File: config.mk
export PLATFORM = sky130hd
export DESIGN_NAME = serial_sub16
export DESIGN_NICKNAME = d
export VERILOG_FILES = /design/src/rtl/serial_sub16.sv
export SDC_FILE = /design/constraint.sdc
export NUM_CORES = 1
export LEC_CHECK = 0
export BUFFER_PORTS_ARGS = -buffer_cell sky130_fd_sc_hd__buf_4
export CAP_MARGIN = 5
export CORE_MARGIN = 2
export CORE_UTILIZATION = 50
export DETAILED_ROUTE_END_ITERATION = 8
export PLACE_DENSITY = 0.74
export SETUP_SLACK_MARGIN = 0.4
export SLEW_MARGIN = 20
export SYNTH_ARGS = -nofsm -noshare
export SYNTH_HDL_FRONTEND = slang
export SYNTH_SLANG_ARGS = --single-unit
export TNS_END_PERCENT = 100
File: constraint.sdc
create_clock -name clk -period 2.3 [get_ports clk]
set_input_delay 0.46 -clock clk [delete_from_list [all_inputs] [get_ports clk]]
set_output_delay 0.46 -clock clk [all_outputs]
set_load 0.03 [all_outputs]
File: src/rtl/serial_sub16.sv
// serial_sub16: bit-serial A - B - Bin, one full-subtractor cell, LSB first.
// Operands load on start; D/Bout/ovf are valid with the one-cycle done pulse.
`timescale 1ns/1ps
module serial_sub16 #(
    parameter int WIDTH = 16
) (
    input  logic             clk,
    input  logic             rst_n,
    input  logic             start,
    input  logic [WIDTH-1:0] A,
    input  logic [WIDTH-1:0] B,
    input  logic             Bin,
    output logic [WIDTH-1:0] D,
    output logic             Bout,
    output logic             ovf,
    output logic             busy,
    output logic             done
);

    localparam int CW = $clog2(WIDTH) + 1;

    typedef enum logic [1:0] {
        S_IDLE,
        S_RUN,
        S_DONE
    } state_t;

    state_t           state;
    state_t           state_nxt;
    logic [WIDTH-1:0] a;
    logic [WIDTH-1:0] b;
    logic             br;
    logic             as_s;
    logic             bs_s;
    logic [CW-1:0]    cnt;

    logic             accept;
    logic             last;
    logic             d_bit;
    logic             br_nxt;

    always_ff @(posedge clk or negedge rst_n) begin
        if (!rst_n) begin
            state <= S_IDLE;
        end else begin
            state <= state_nxt;
        end
    end

    always_comb begin
        state_nxt = state;
        accept    = 1'b0;
        last      = 1'b0;
        d_bit     = a[0] ^ b[0] ^ br;
        br_nxt    = (~a[0] & b[0]) | (~(a[0] ^ b[0]) & br);
        unique case (state)
            S_IDLE: begin
                if (start) begin
                    accept    = 1'b1;
                    state_nxt = S_RUN;
                end
            end
            S_RUN: begin
                if (cnt == CW'(WIDTH - 1)) begin
                    last      = 1'b1;
                    state_nxt = S_DONE;
                end
            end
            S_DONE: begin
                if (start) begin
                    accept    = 1'b1;
                    state_nxt = S_RUN;
                end else begin
                    state_nxt = S_IDLE;
                end
            end
            default: state_nxt = S_IDLE;
        endcase
    end

    always_ff @(posedge clk or negedge rst_n) begin
        if (!rst_n) begin
            a    <= '0;
            b    <= '0;
            br   <= 1'b0;
            as_s <= 1'b0;
            bs_s <= 1'b0;
            cnt  <= '0;
            D    <= '0;
            Bout <= 1'b0;
            ovf  <= 1'b0;
        end else if (accept) begin
            a    <= A;
            b    <= B;
            br   <= Bin;
            as_s <= A[WIDTH-1];
            bs_s <= B[WIDTH-1];
            cnt  <= '0;
        end else if (state == S_RUN) begin
            a   <= a >> 1;
            b   <= b >> 1;
            br  <= br_nxt;
            D   <= {d_bit, D[WIDTH-1:1]};
            cnt <= cnt + CW'(1);
            if (last) begin
                // d_bit is the result sign bit on the final edge
                Bout <= br_nxt;
                ovf  <= (as_s != bs_s) && (d_bit != as_s);
            end
        end
    end

    assign busy = (state == S_RUN);
    assign done = (state == S_DONE);

endmodule

==> reports/metrics.cfg, run 1 <==
[power]
power_frac_seq_pct=37.4
power_frac_comb_pct=42.0
p_sw_share_pct=39.99
leakage_uw=0.001633
p_switching_uw=2021
power.density_nw_per_um2=1562
internal_power_uw=3032
power_frac_clock_pct=20.6
ir_worst_vdd_v=0.0008064
fin_total_pwr_uw=5052

[synthesis]
synth_top_family_by_area=simple AND/OR/NAND/NOR gates
synthMuxAreaShare_pct=1.215
synth_simple_gate_area_share_pct=23.53
netlist_instances=281
synth_xor_area_share_pct=0
syn_area_per_cell_um2=9.159
synth-compound-area-share_pct=10.31
yosys.area_share.adder_pct=1.750
ys_warn_count=0
syn_nets=320
ys_ff_latch=60
ys_types=30
syn_area_um2=2574
ys_seq_area_share_pct=58.34

[timing]
fin_skew_ps=7.574
rsz0062_at_grt=no
fmax_mhz=549.8
final-hold-violation-count=0
timing.slew.headroom_pct=51.34
period_minus_slack_ps=1819
finalCritPeriodShare_pct=79.07
fin_tns_setup_ps=0
max_slew.worst_pin.slew_ps=729.9
setup_viol=0
layout_setup_ws_ps=481.3
drv_slew=0

[cts]
cts_resized=0
cts_root_buf=clkbuf_8
cts_made_buffers=9
htree_levels=3
cts_hold_buf=0
numClockSinks=60
path_clk_slew_ps=70
tritoncts=done
postCtsSetupRepairBufs=0
cts_max_path_buffers=2
clk_latency_ps=330

[final_layout]
nFillCells=443
seqCellArea_um2=1501
drive_gt1_share_pct=23.08
multi_input_area_um2=952.2
utilization_pct=64.14
num_antenna_cells=0
layout.cells.non_filler=408
syn2layout_area_growth_pct=25.67
final_nets=372
mostFrequentLayoutCell=nand2_1
final_cell_mix=nand2_1 (107), dfrtp_1 (60), buf_4 (58)

[global_routing]
grt_pass1_vias=1841
antenna_found_initial=0
grt_pass1_wl_mm=8.362
grt-ovfl-total=0
grt_max_degree=61
grt.total_usage_pct=19.57

[setup_path]
cp-end-kind=output port
worstPathArrival_ps=1360
critical_path_class=flip-flop to output port
worstSetupStartpoint=state[1]
cp.required_ps=1840
r2r-start=state[0]
critPathMaxFanout=28
ff2ff_setup_slack_ps=700
crit_path_end=busy
r2r-end=cnt[2]
reg2reg_depth=4
start_kind=flip-flop

[placed_design]
port_buffers=55
dp.cells=392
dp_hpwl_mm=3.311
finalWeightedCongestion=0.7822
pre_cts_ws_ps=663.0

[drt]
wl_mm=5.195
dr_total_vias=2048
firstDrtPassIters=5
vias_per_cell=5.020
final_antenna_net_count=0
wl_per_cell_um=12.73
route.detailed.drc=0
initialDrtViolationCount=185

[floorplanning]
die-area_um2=5737
io_pins=56
row_count=26
start_util_pct=51.04
core_um2=5042
die_w_um=75.75
fp.dieH_um=75.75

[flow_run]
cap_violations=0

[run_status]
status=finished clean

[worst_hold_path]
min_path_type=input port to async pin

==> area by class of cell <==
type / instances / share of cell area [%]
well taps: 70 / 2.708
repair buffers: 59 / 14.08
clock buffers: 11 / 4.371
clock inverters: 5 / 2.321
flip-flops and latches: 60 / 46.42
multi-input cells: 198 / 29.44
inverters: 5 / 0.6576
==> synth_stat cells <==
cell type | n | share of area, %
dfrtp_1 | 60 | 58
buf_4 | 5 | 1.5
nor3_1 | 4 | 0.78
nand3b_1 | 1 | 0.29
and3_1 | 1 | 0.24
nand2b_1 | 2 | 0.49
a22o_1 | 3 | 1.0
nand4_1 | 1 | 0.24
o21ai_1 | 1 | 0.19
inv_1 | 4 | 0.58
mux2_2 | 1 | 0.44
nor3b_1 | 1 | 0.29
mux2i_1 | 2 | 0.78
a22oi_1 | 3 | 0.87
nand3_1 | 4 | 0.78
fa_1 | 1 | 0.78
inv_4 | 1 | 0.24
nor2b_1 | 3 | 0.73
a31oi_1 | 23 | 5.6
clkbuf_1 | 4 | 0.58
ha_1 | 2 | 0.97
buf_2 | 8 | 1.6
buf_6 | 1 | 0.44
o22ai_1 | 3 | 0.73
nor2_1 | 28 | 4.1
nand2_1 | 107 | 16
o2bb2ai_1 | 1 | 0.34
o21ai_0 | 3 | 0.58
a221o_1 | 2 | 0.78
a21oi_1 | 1 | 0.19
==> through the flow <==
step                cell area [µm²]  hold slack, ps
floorplan                      2574           164.4
global placement               3018           455.0
detailed placement             3018           473.8
CTS                            3234           226.5
global route                   3234           263.1
finish                         3234           174.3
==> how the worst min path moves through the flow <==
stage / start / to
floorplan: rst_n / Bout
global placement: cnt[3] / cnt[3]
detailed placement: Bout / Bout
CTS: rst_n / b[4]
global route: rst_n / b[4]
finish: rst_n / b[4]
==> logic make-up after synthesis <==
| group | count (synthesis) |
|---|---|
| and+or+nand+nor | 152 |
| DFF | 60 |
| AOI/OAI and AO/OA | 40 |
| buffers and inverters | 23 |
| muxes | 3 |
| adders and majority gates | 3 |
==> power groups by stage <==
stage	Clock [µW]	Sequential (µW)	Combinational [µW]
floorplan	0	2120	1330
global placement	0	1890	2080
detailed placement	0	1900	2140
CTS	1050	1890	2150
global route	1100	1960	2380
finish	1040	1890	2120
==> worst max-delay path, cell delays in order, from the launching register on <==
cell,delay (ps)
dfrtp_1,380
nand2b_2,200
inv_4,230
buf_4,220
==> metal layers <==
layer | routed length, µm | GRT usage [%] | vias to the layer above
li1 | - | - | 1029
met1 | 2421 | 27.28 | 976
met2 | 2555 | 30.08 | 38
met3 | 146 | 3.571 | 5
met4 | 72 | 8.577 | 0
met5 | 0 | 0 | -
==> flip-flops by register name, indices dropped and copies added, names as in the netlist <==
register,flops
bs_s,1
state,2
Bout,1
b,16
a,16
br,1
cnt,5
as_s,1
D,16
ovf,1
Power figures use the tool's default switching activity.
==> run 2: changes to the inputs <==
--- a/config.mk
+++ b/config.mk
@@ -5,6 +5,7 @@
 export SDC_FILE = /design/constraint.sdc
 export NUM_CORES = 1
 export LEC_CHECK = 0
+export ABC_AREA = 1
 export BUFFER_PORTS_ARGS = -buffer_cell sky130_fd_sc_hd__buf_4
 export CAP_MARGIN = 5
 export CORE_MARGIN = 2
==> constraint.sdc (replaced) <==
create_clock -name clk -period 1.78 [get_ports clk]
set_input_delay 0.356 -clock clk [delete_from_list [all_inputs] [get_ports clk]]
set_output_delay 0.356 -clock clk [all_outputs]
set_load 0.03 [all_outputs]
==> run 2 against run 1 <==
Cell count rose by 27%; clock power rose by 17%; clock-buffer cell count rose by 5; flip-flop and latch count did not move; largest cell class unchanged.
==> reports/metrics.cfg, run 2 <==
[run_status]
status=finished clean

[synthesis]
synth_edf_count=0
netlist_instances=372
ys_seq_area_share_pct=53.45
syn_nets=411
synth_area_leaders=dfrtp_1 (53%), nand2_1 (24%), inv_1 (7.3%)
ys_types=17
synth.most_common_cell=nand2_1
yosys.area.top_type=dfrtp_1
syn_area_per_cell_um2=7.551
ys_ff_latch=60
yosys.area.top_type_share_pct=53.45
synthArstFlopShare_pct=100.0
syn_area_um2=2809
dominantRegCellSynth=dfrtp_1
yosys-top-cells-count=nand2_1 (180), dfrtp_1 (60), inv_1 (55)
ys_warn_count=0

[final_layout]
reg_top3=D (16), a (16), b (16)
drive_gt1_share_pct=22.87
seqCellArea_um2=1503
nFillCells=465
final_cell_mix=nand2_1 (178), buf_4 (66), dfrtp_1 (59)
final_nets=480
syn2layout_area_growth_pct=31.00
mostFrequentLayoutCell=nand2_1
num_antenna_cells=0
multi_input_area_um2=1055
layout.cells.non_filler=518

[timing]
period_minus_slack_ps=1429
final-hold-violation-count=0
fmax_mhz=699.7
fin_tns_setup_ps=0
finalCritPeriodShare_pct=80.29
drv_slew=0
holdWs_ps=246.9
max_slew.worst_pin.slew_ps=436.2
setup_viol=0
timing.slew.headroom_pct=70.92
rsz0062_at_grt=yes
fin_skew_ps=6.835

[setup_path]
start_kind=flip-flop
cp_slowest_cell=dfrtp_1
crit_path_max_incr_delay_ps=370
cp-end-kind=output port
critical-path-top-delay-family=flip-flops
crit_chain=inv_2 -> nand2_8 -> inv_8 -> buf_6
critical_path_class=flip-flop to output port
cp.required_ps=1420
worstSetupStartpoint=state[1]
ff2ff_setup_slack_ps=420
critPathMaxFanout=3
reg2reg_depth=6
worstPathArrival_ps=1070
r2r-end=ovf
r2r-start=br
crit_buf_inv=3

[placed_design]
port_buffers=55
dp_hpwl_mm=4.014
finalWeightedCongestion=0.7488
dp.cells=492

[cts]
cts_made_buffers=9
path_clk_slew_ps=60
numClockSinks=60
tritoncts=done
clk_latency_ps=340
htree_levels=3
cts_max_path_buffers=2
cts_root_buf=clkbuf_8

[global_routing]
grt-ovfl-total=0
grt.total_usage_pct=22.32
grt_max_degree=34
antenna_found_initial=0
grt_pass1_wl_mm=10.76
grt_pass1_vias=2320

[drt]
wl_per_cell_um=11.99
dr_total_vias=2420
wl_mm=6.213
initialDrtViolationCount=142
firstDrtPassIters=4
route.detailed.drc=0
final_antenna_net_count=0
vias_per_cell=4.672

[worst_hold_path]
whs_endpoint=b[1]
hp-start=B[1]
min_path_type=input port to flip-flop
holdPathStages=3

[floorplanning]
fp.dieH_um=78.95
die_w_um=78.95
core_um2=5473
row_count=27
die-area_um2=6233
io_pins=56
start_util_pct=51.33

[power]
fin_total_pwr_uw=6451
leakage_uw=0.002083
ir_worst_vdd_v=0.0007936
power.density_nw_per_um2=1753

[flow_run]
cap_violations=0

## run 2: metal layers
metal	track usage, %	vias up	part of all wire [%]
li1	-	1240	-
met1	30.06	1098	46
met2	35.21	71	47
met3	3.977	11	5.6
met4	10.69	0	1.9
met5	0	-	0
## run 2: cells by family after synthesis
group,Yosys count,synth area share [%]
buffers and inverters,73,10.69
flip-flops,60,53.45
AND/OR/NAND/NOR,210,29.22
adder cells (fa/ha/maj),3,1.603
AO/OA/AOI/OAI,26,5.034
## run 2: stage by stage
step                      area [µm²]  utilization, %  setup WS (ps)
after floorplan                 2809               -          502.9
after global placement          3318           60.63          288.6
after detailed placement        3318           60.63          274.8
after global routing            3680           67.24          328.2
after CTS                       3607           65.91          356.2
final                           3680           67.24          350.9
## run 2: layout make-up
class / count / share of cell area, %
Clock buffer: 16 / 5.440
Inverter: 57 / 6.018
Multi-Input combinational cell: 239 / 28.66
Sequential cell: 60 / 40.84
Tap cell: 72 / 2.448
Timing Repair Buffer: 74 / 16.59
## run 2: worst max-delay path by stage
stage	to	cells after the start
after floorplan	ovf	5
after global placement	a[1]	6
after detailed placement	a[0]	6
after CTS	done	2
after global routing	busy	4
final	busy	4
## run 2: power by group
part / internal [µW] / switching (µW)
Clock: 698 / 521
Combinational: 1150 / 1750
Sequential: 1970 / 358
## run 2: what timing repair did
action                                  in CTS  in global routing
setup buffers                                5                  4
endpoints found under the setup margin      36                 33
hold buffers                                 1                  0
pin swaps                                    2                  5
hold endpoints to repair                    31                  0
gates resized for setup                     13                 12
## run 2: worst min-delay path, stage by stage
cell     delay (ps)
buf_4            80
nand2_1          40
nand3_1          70
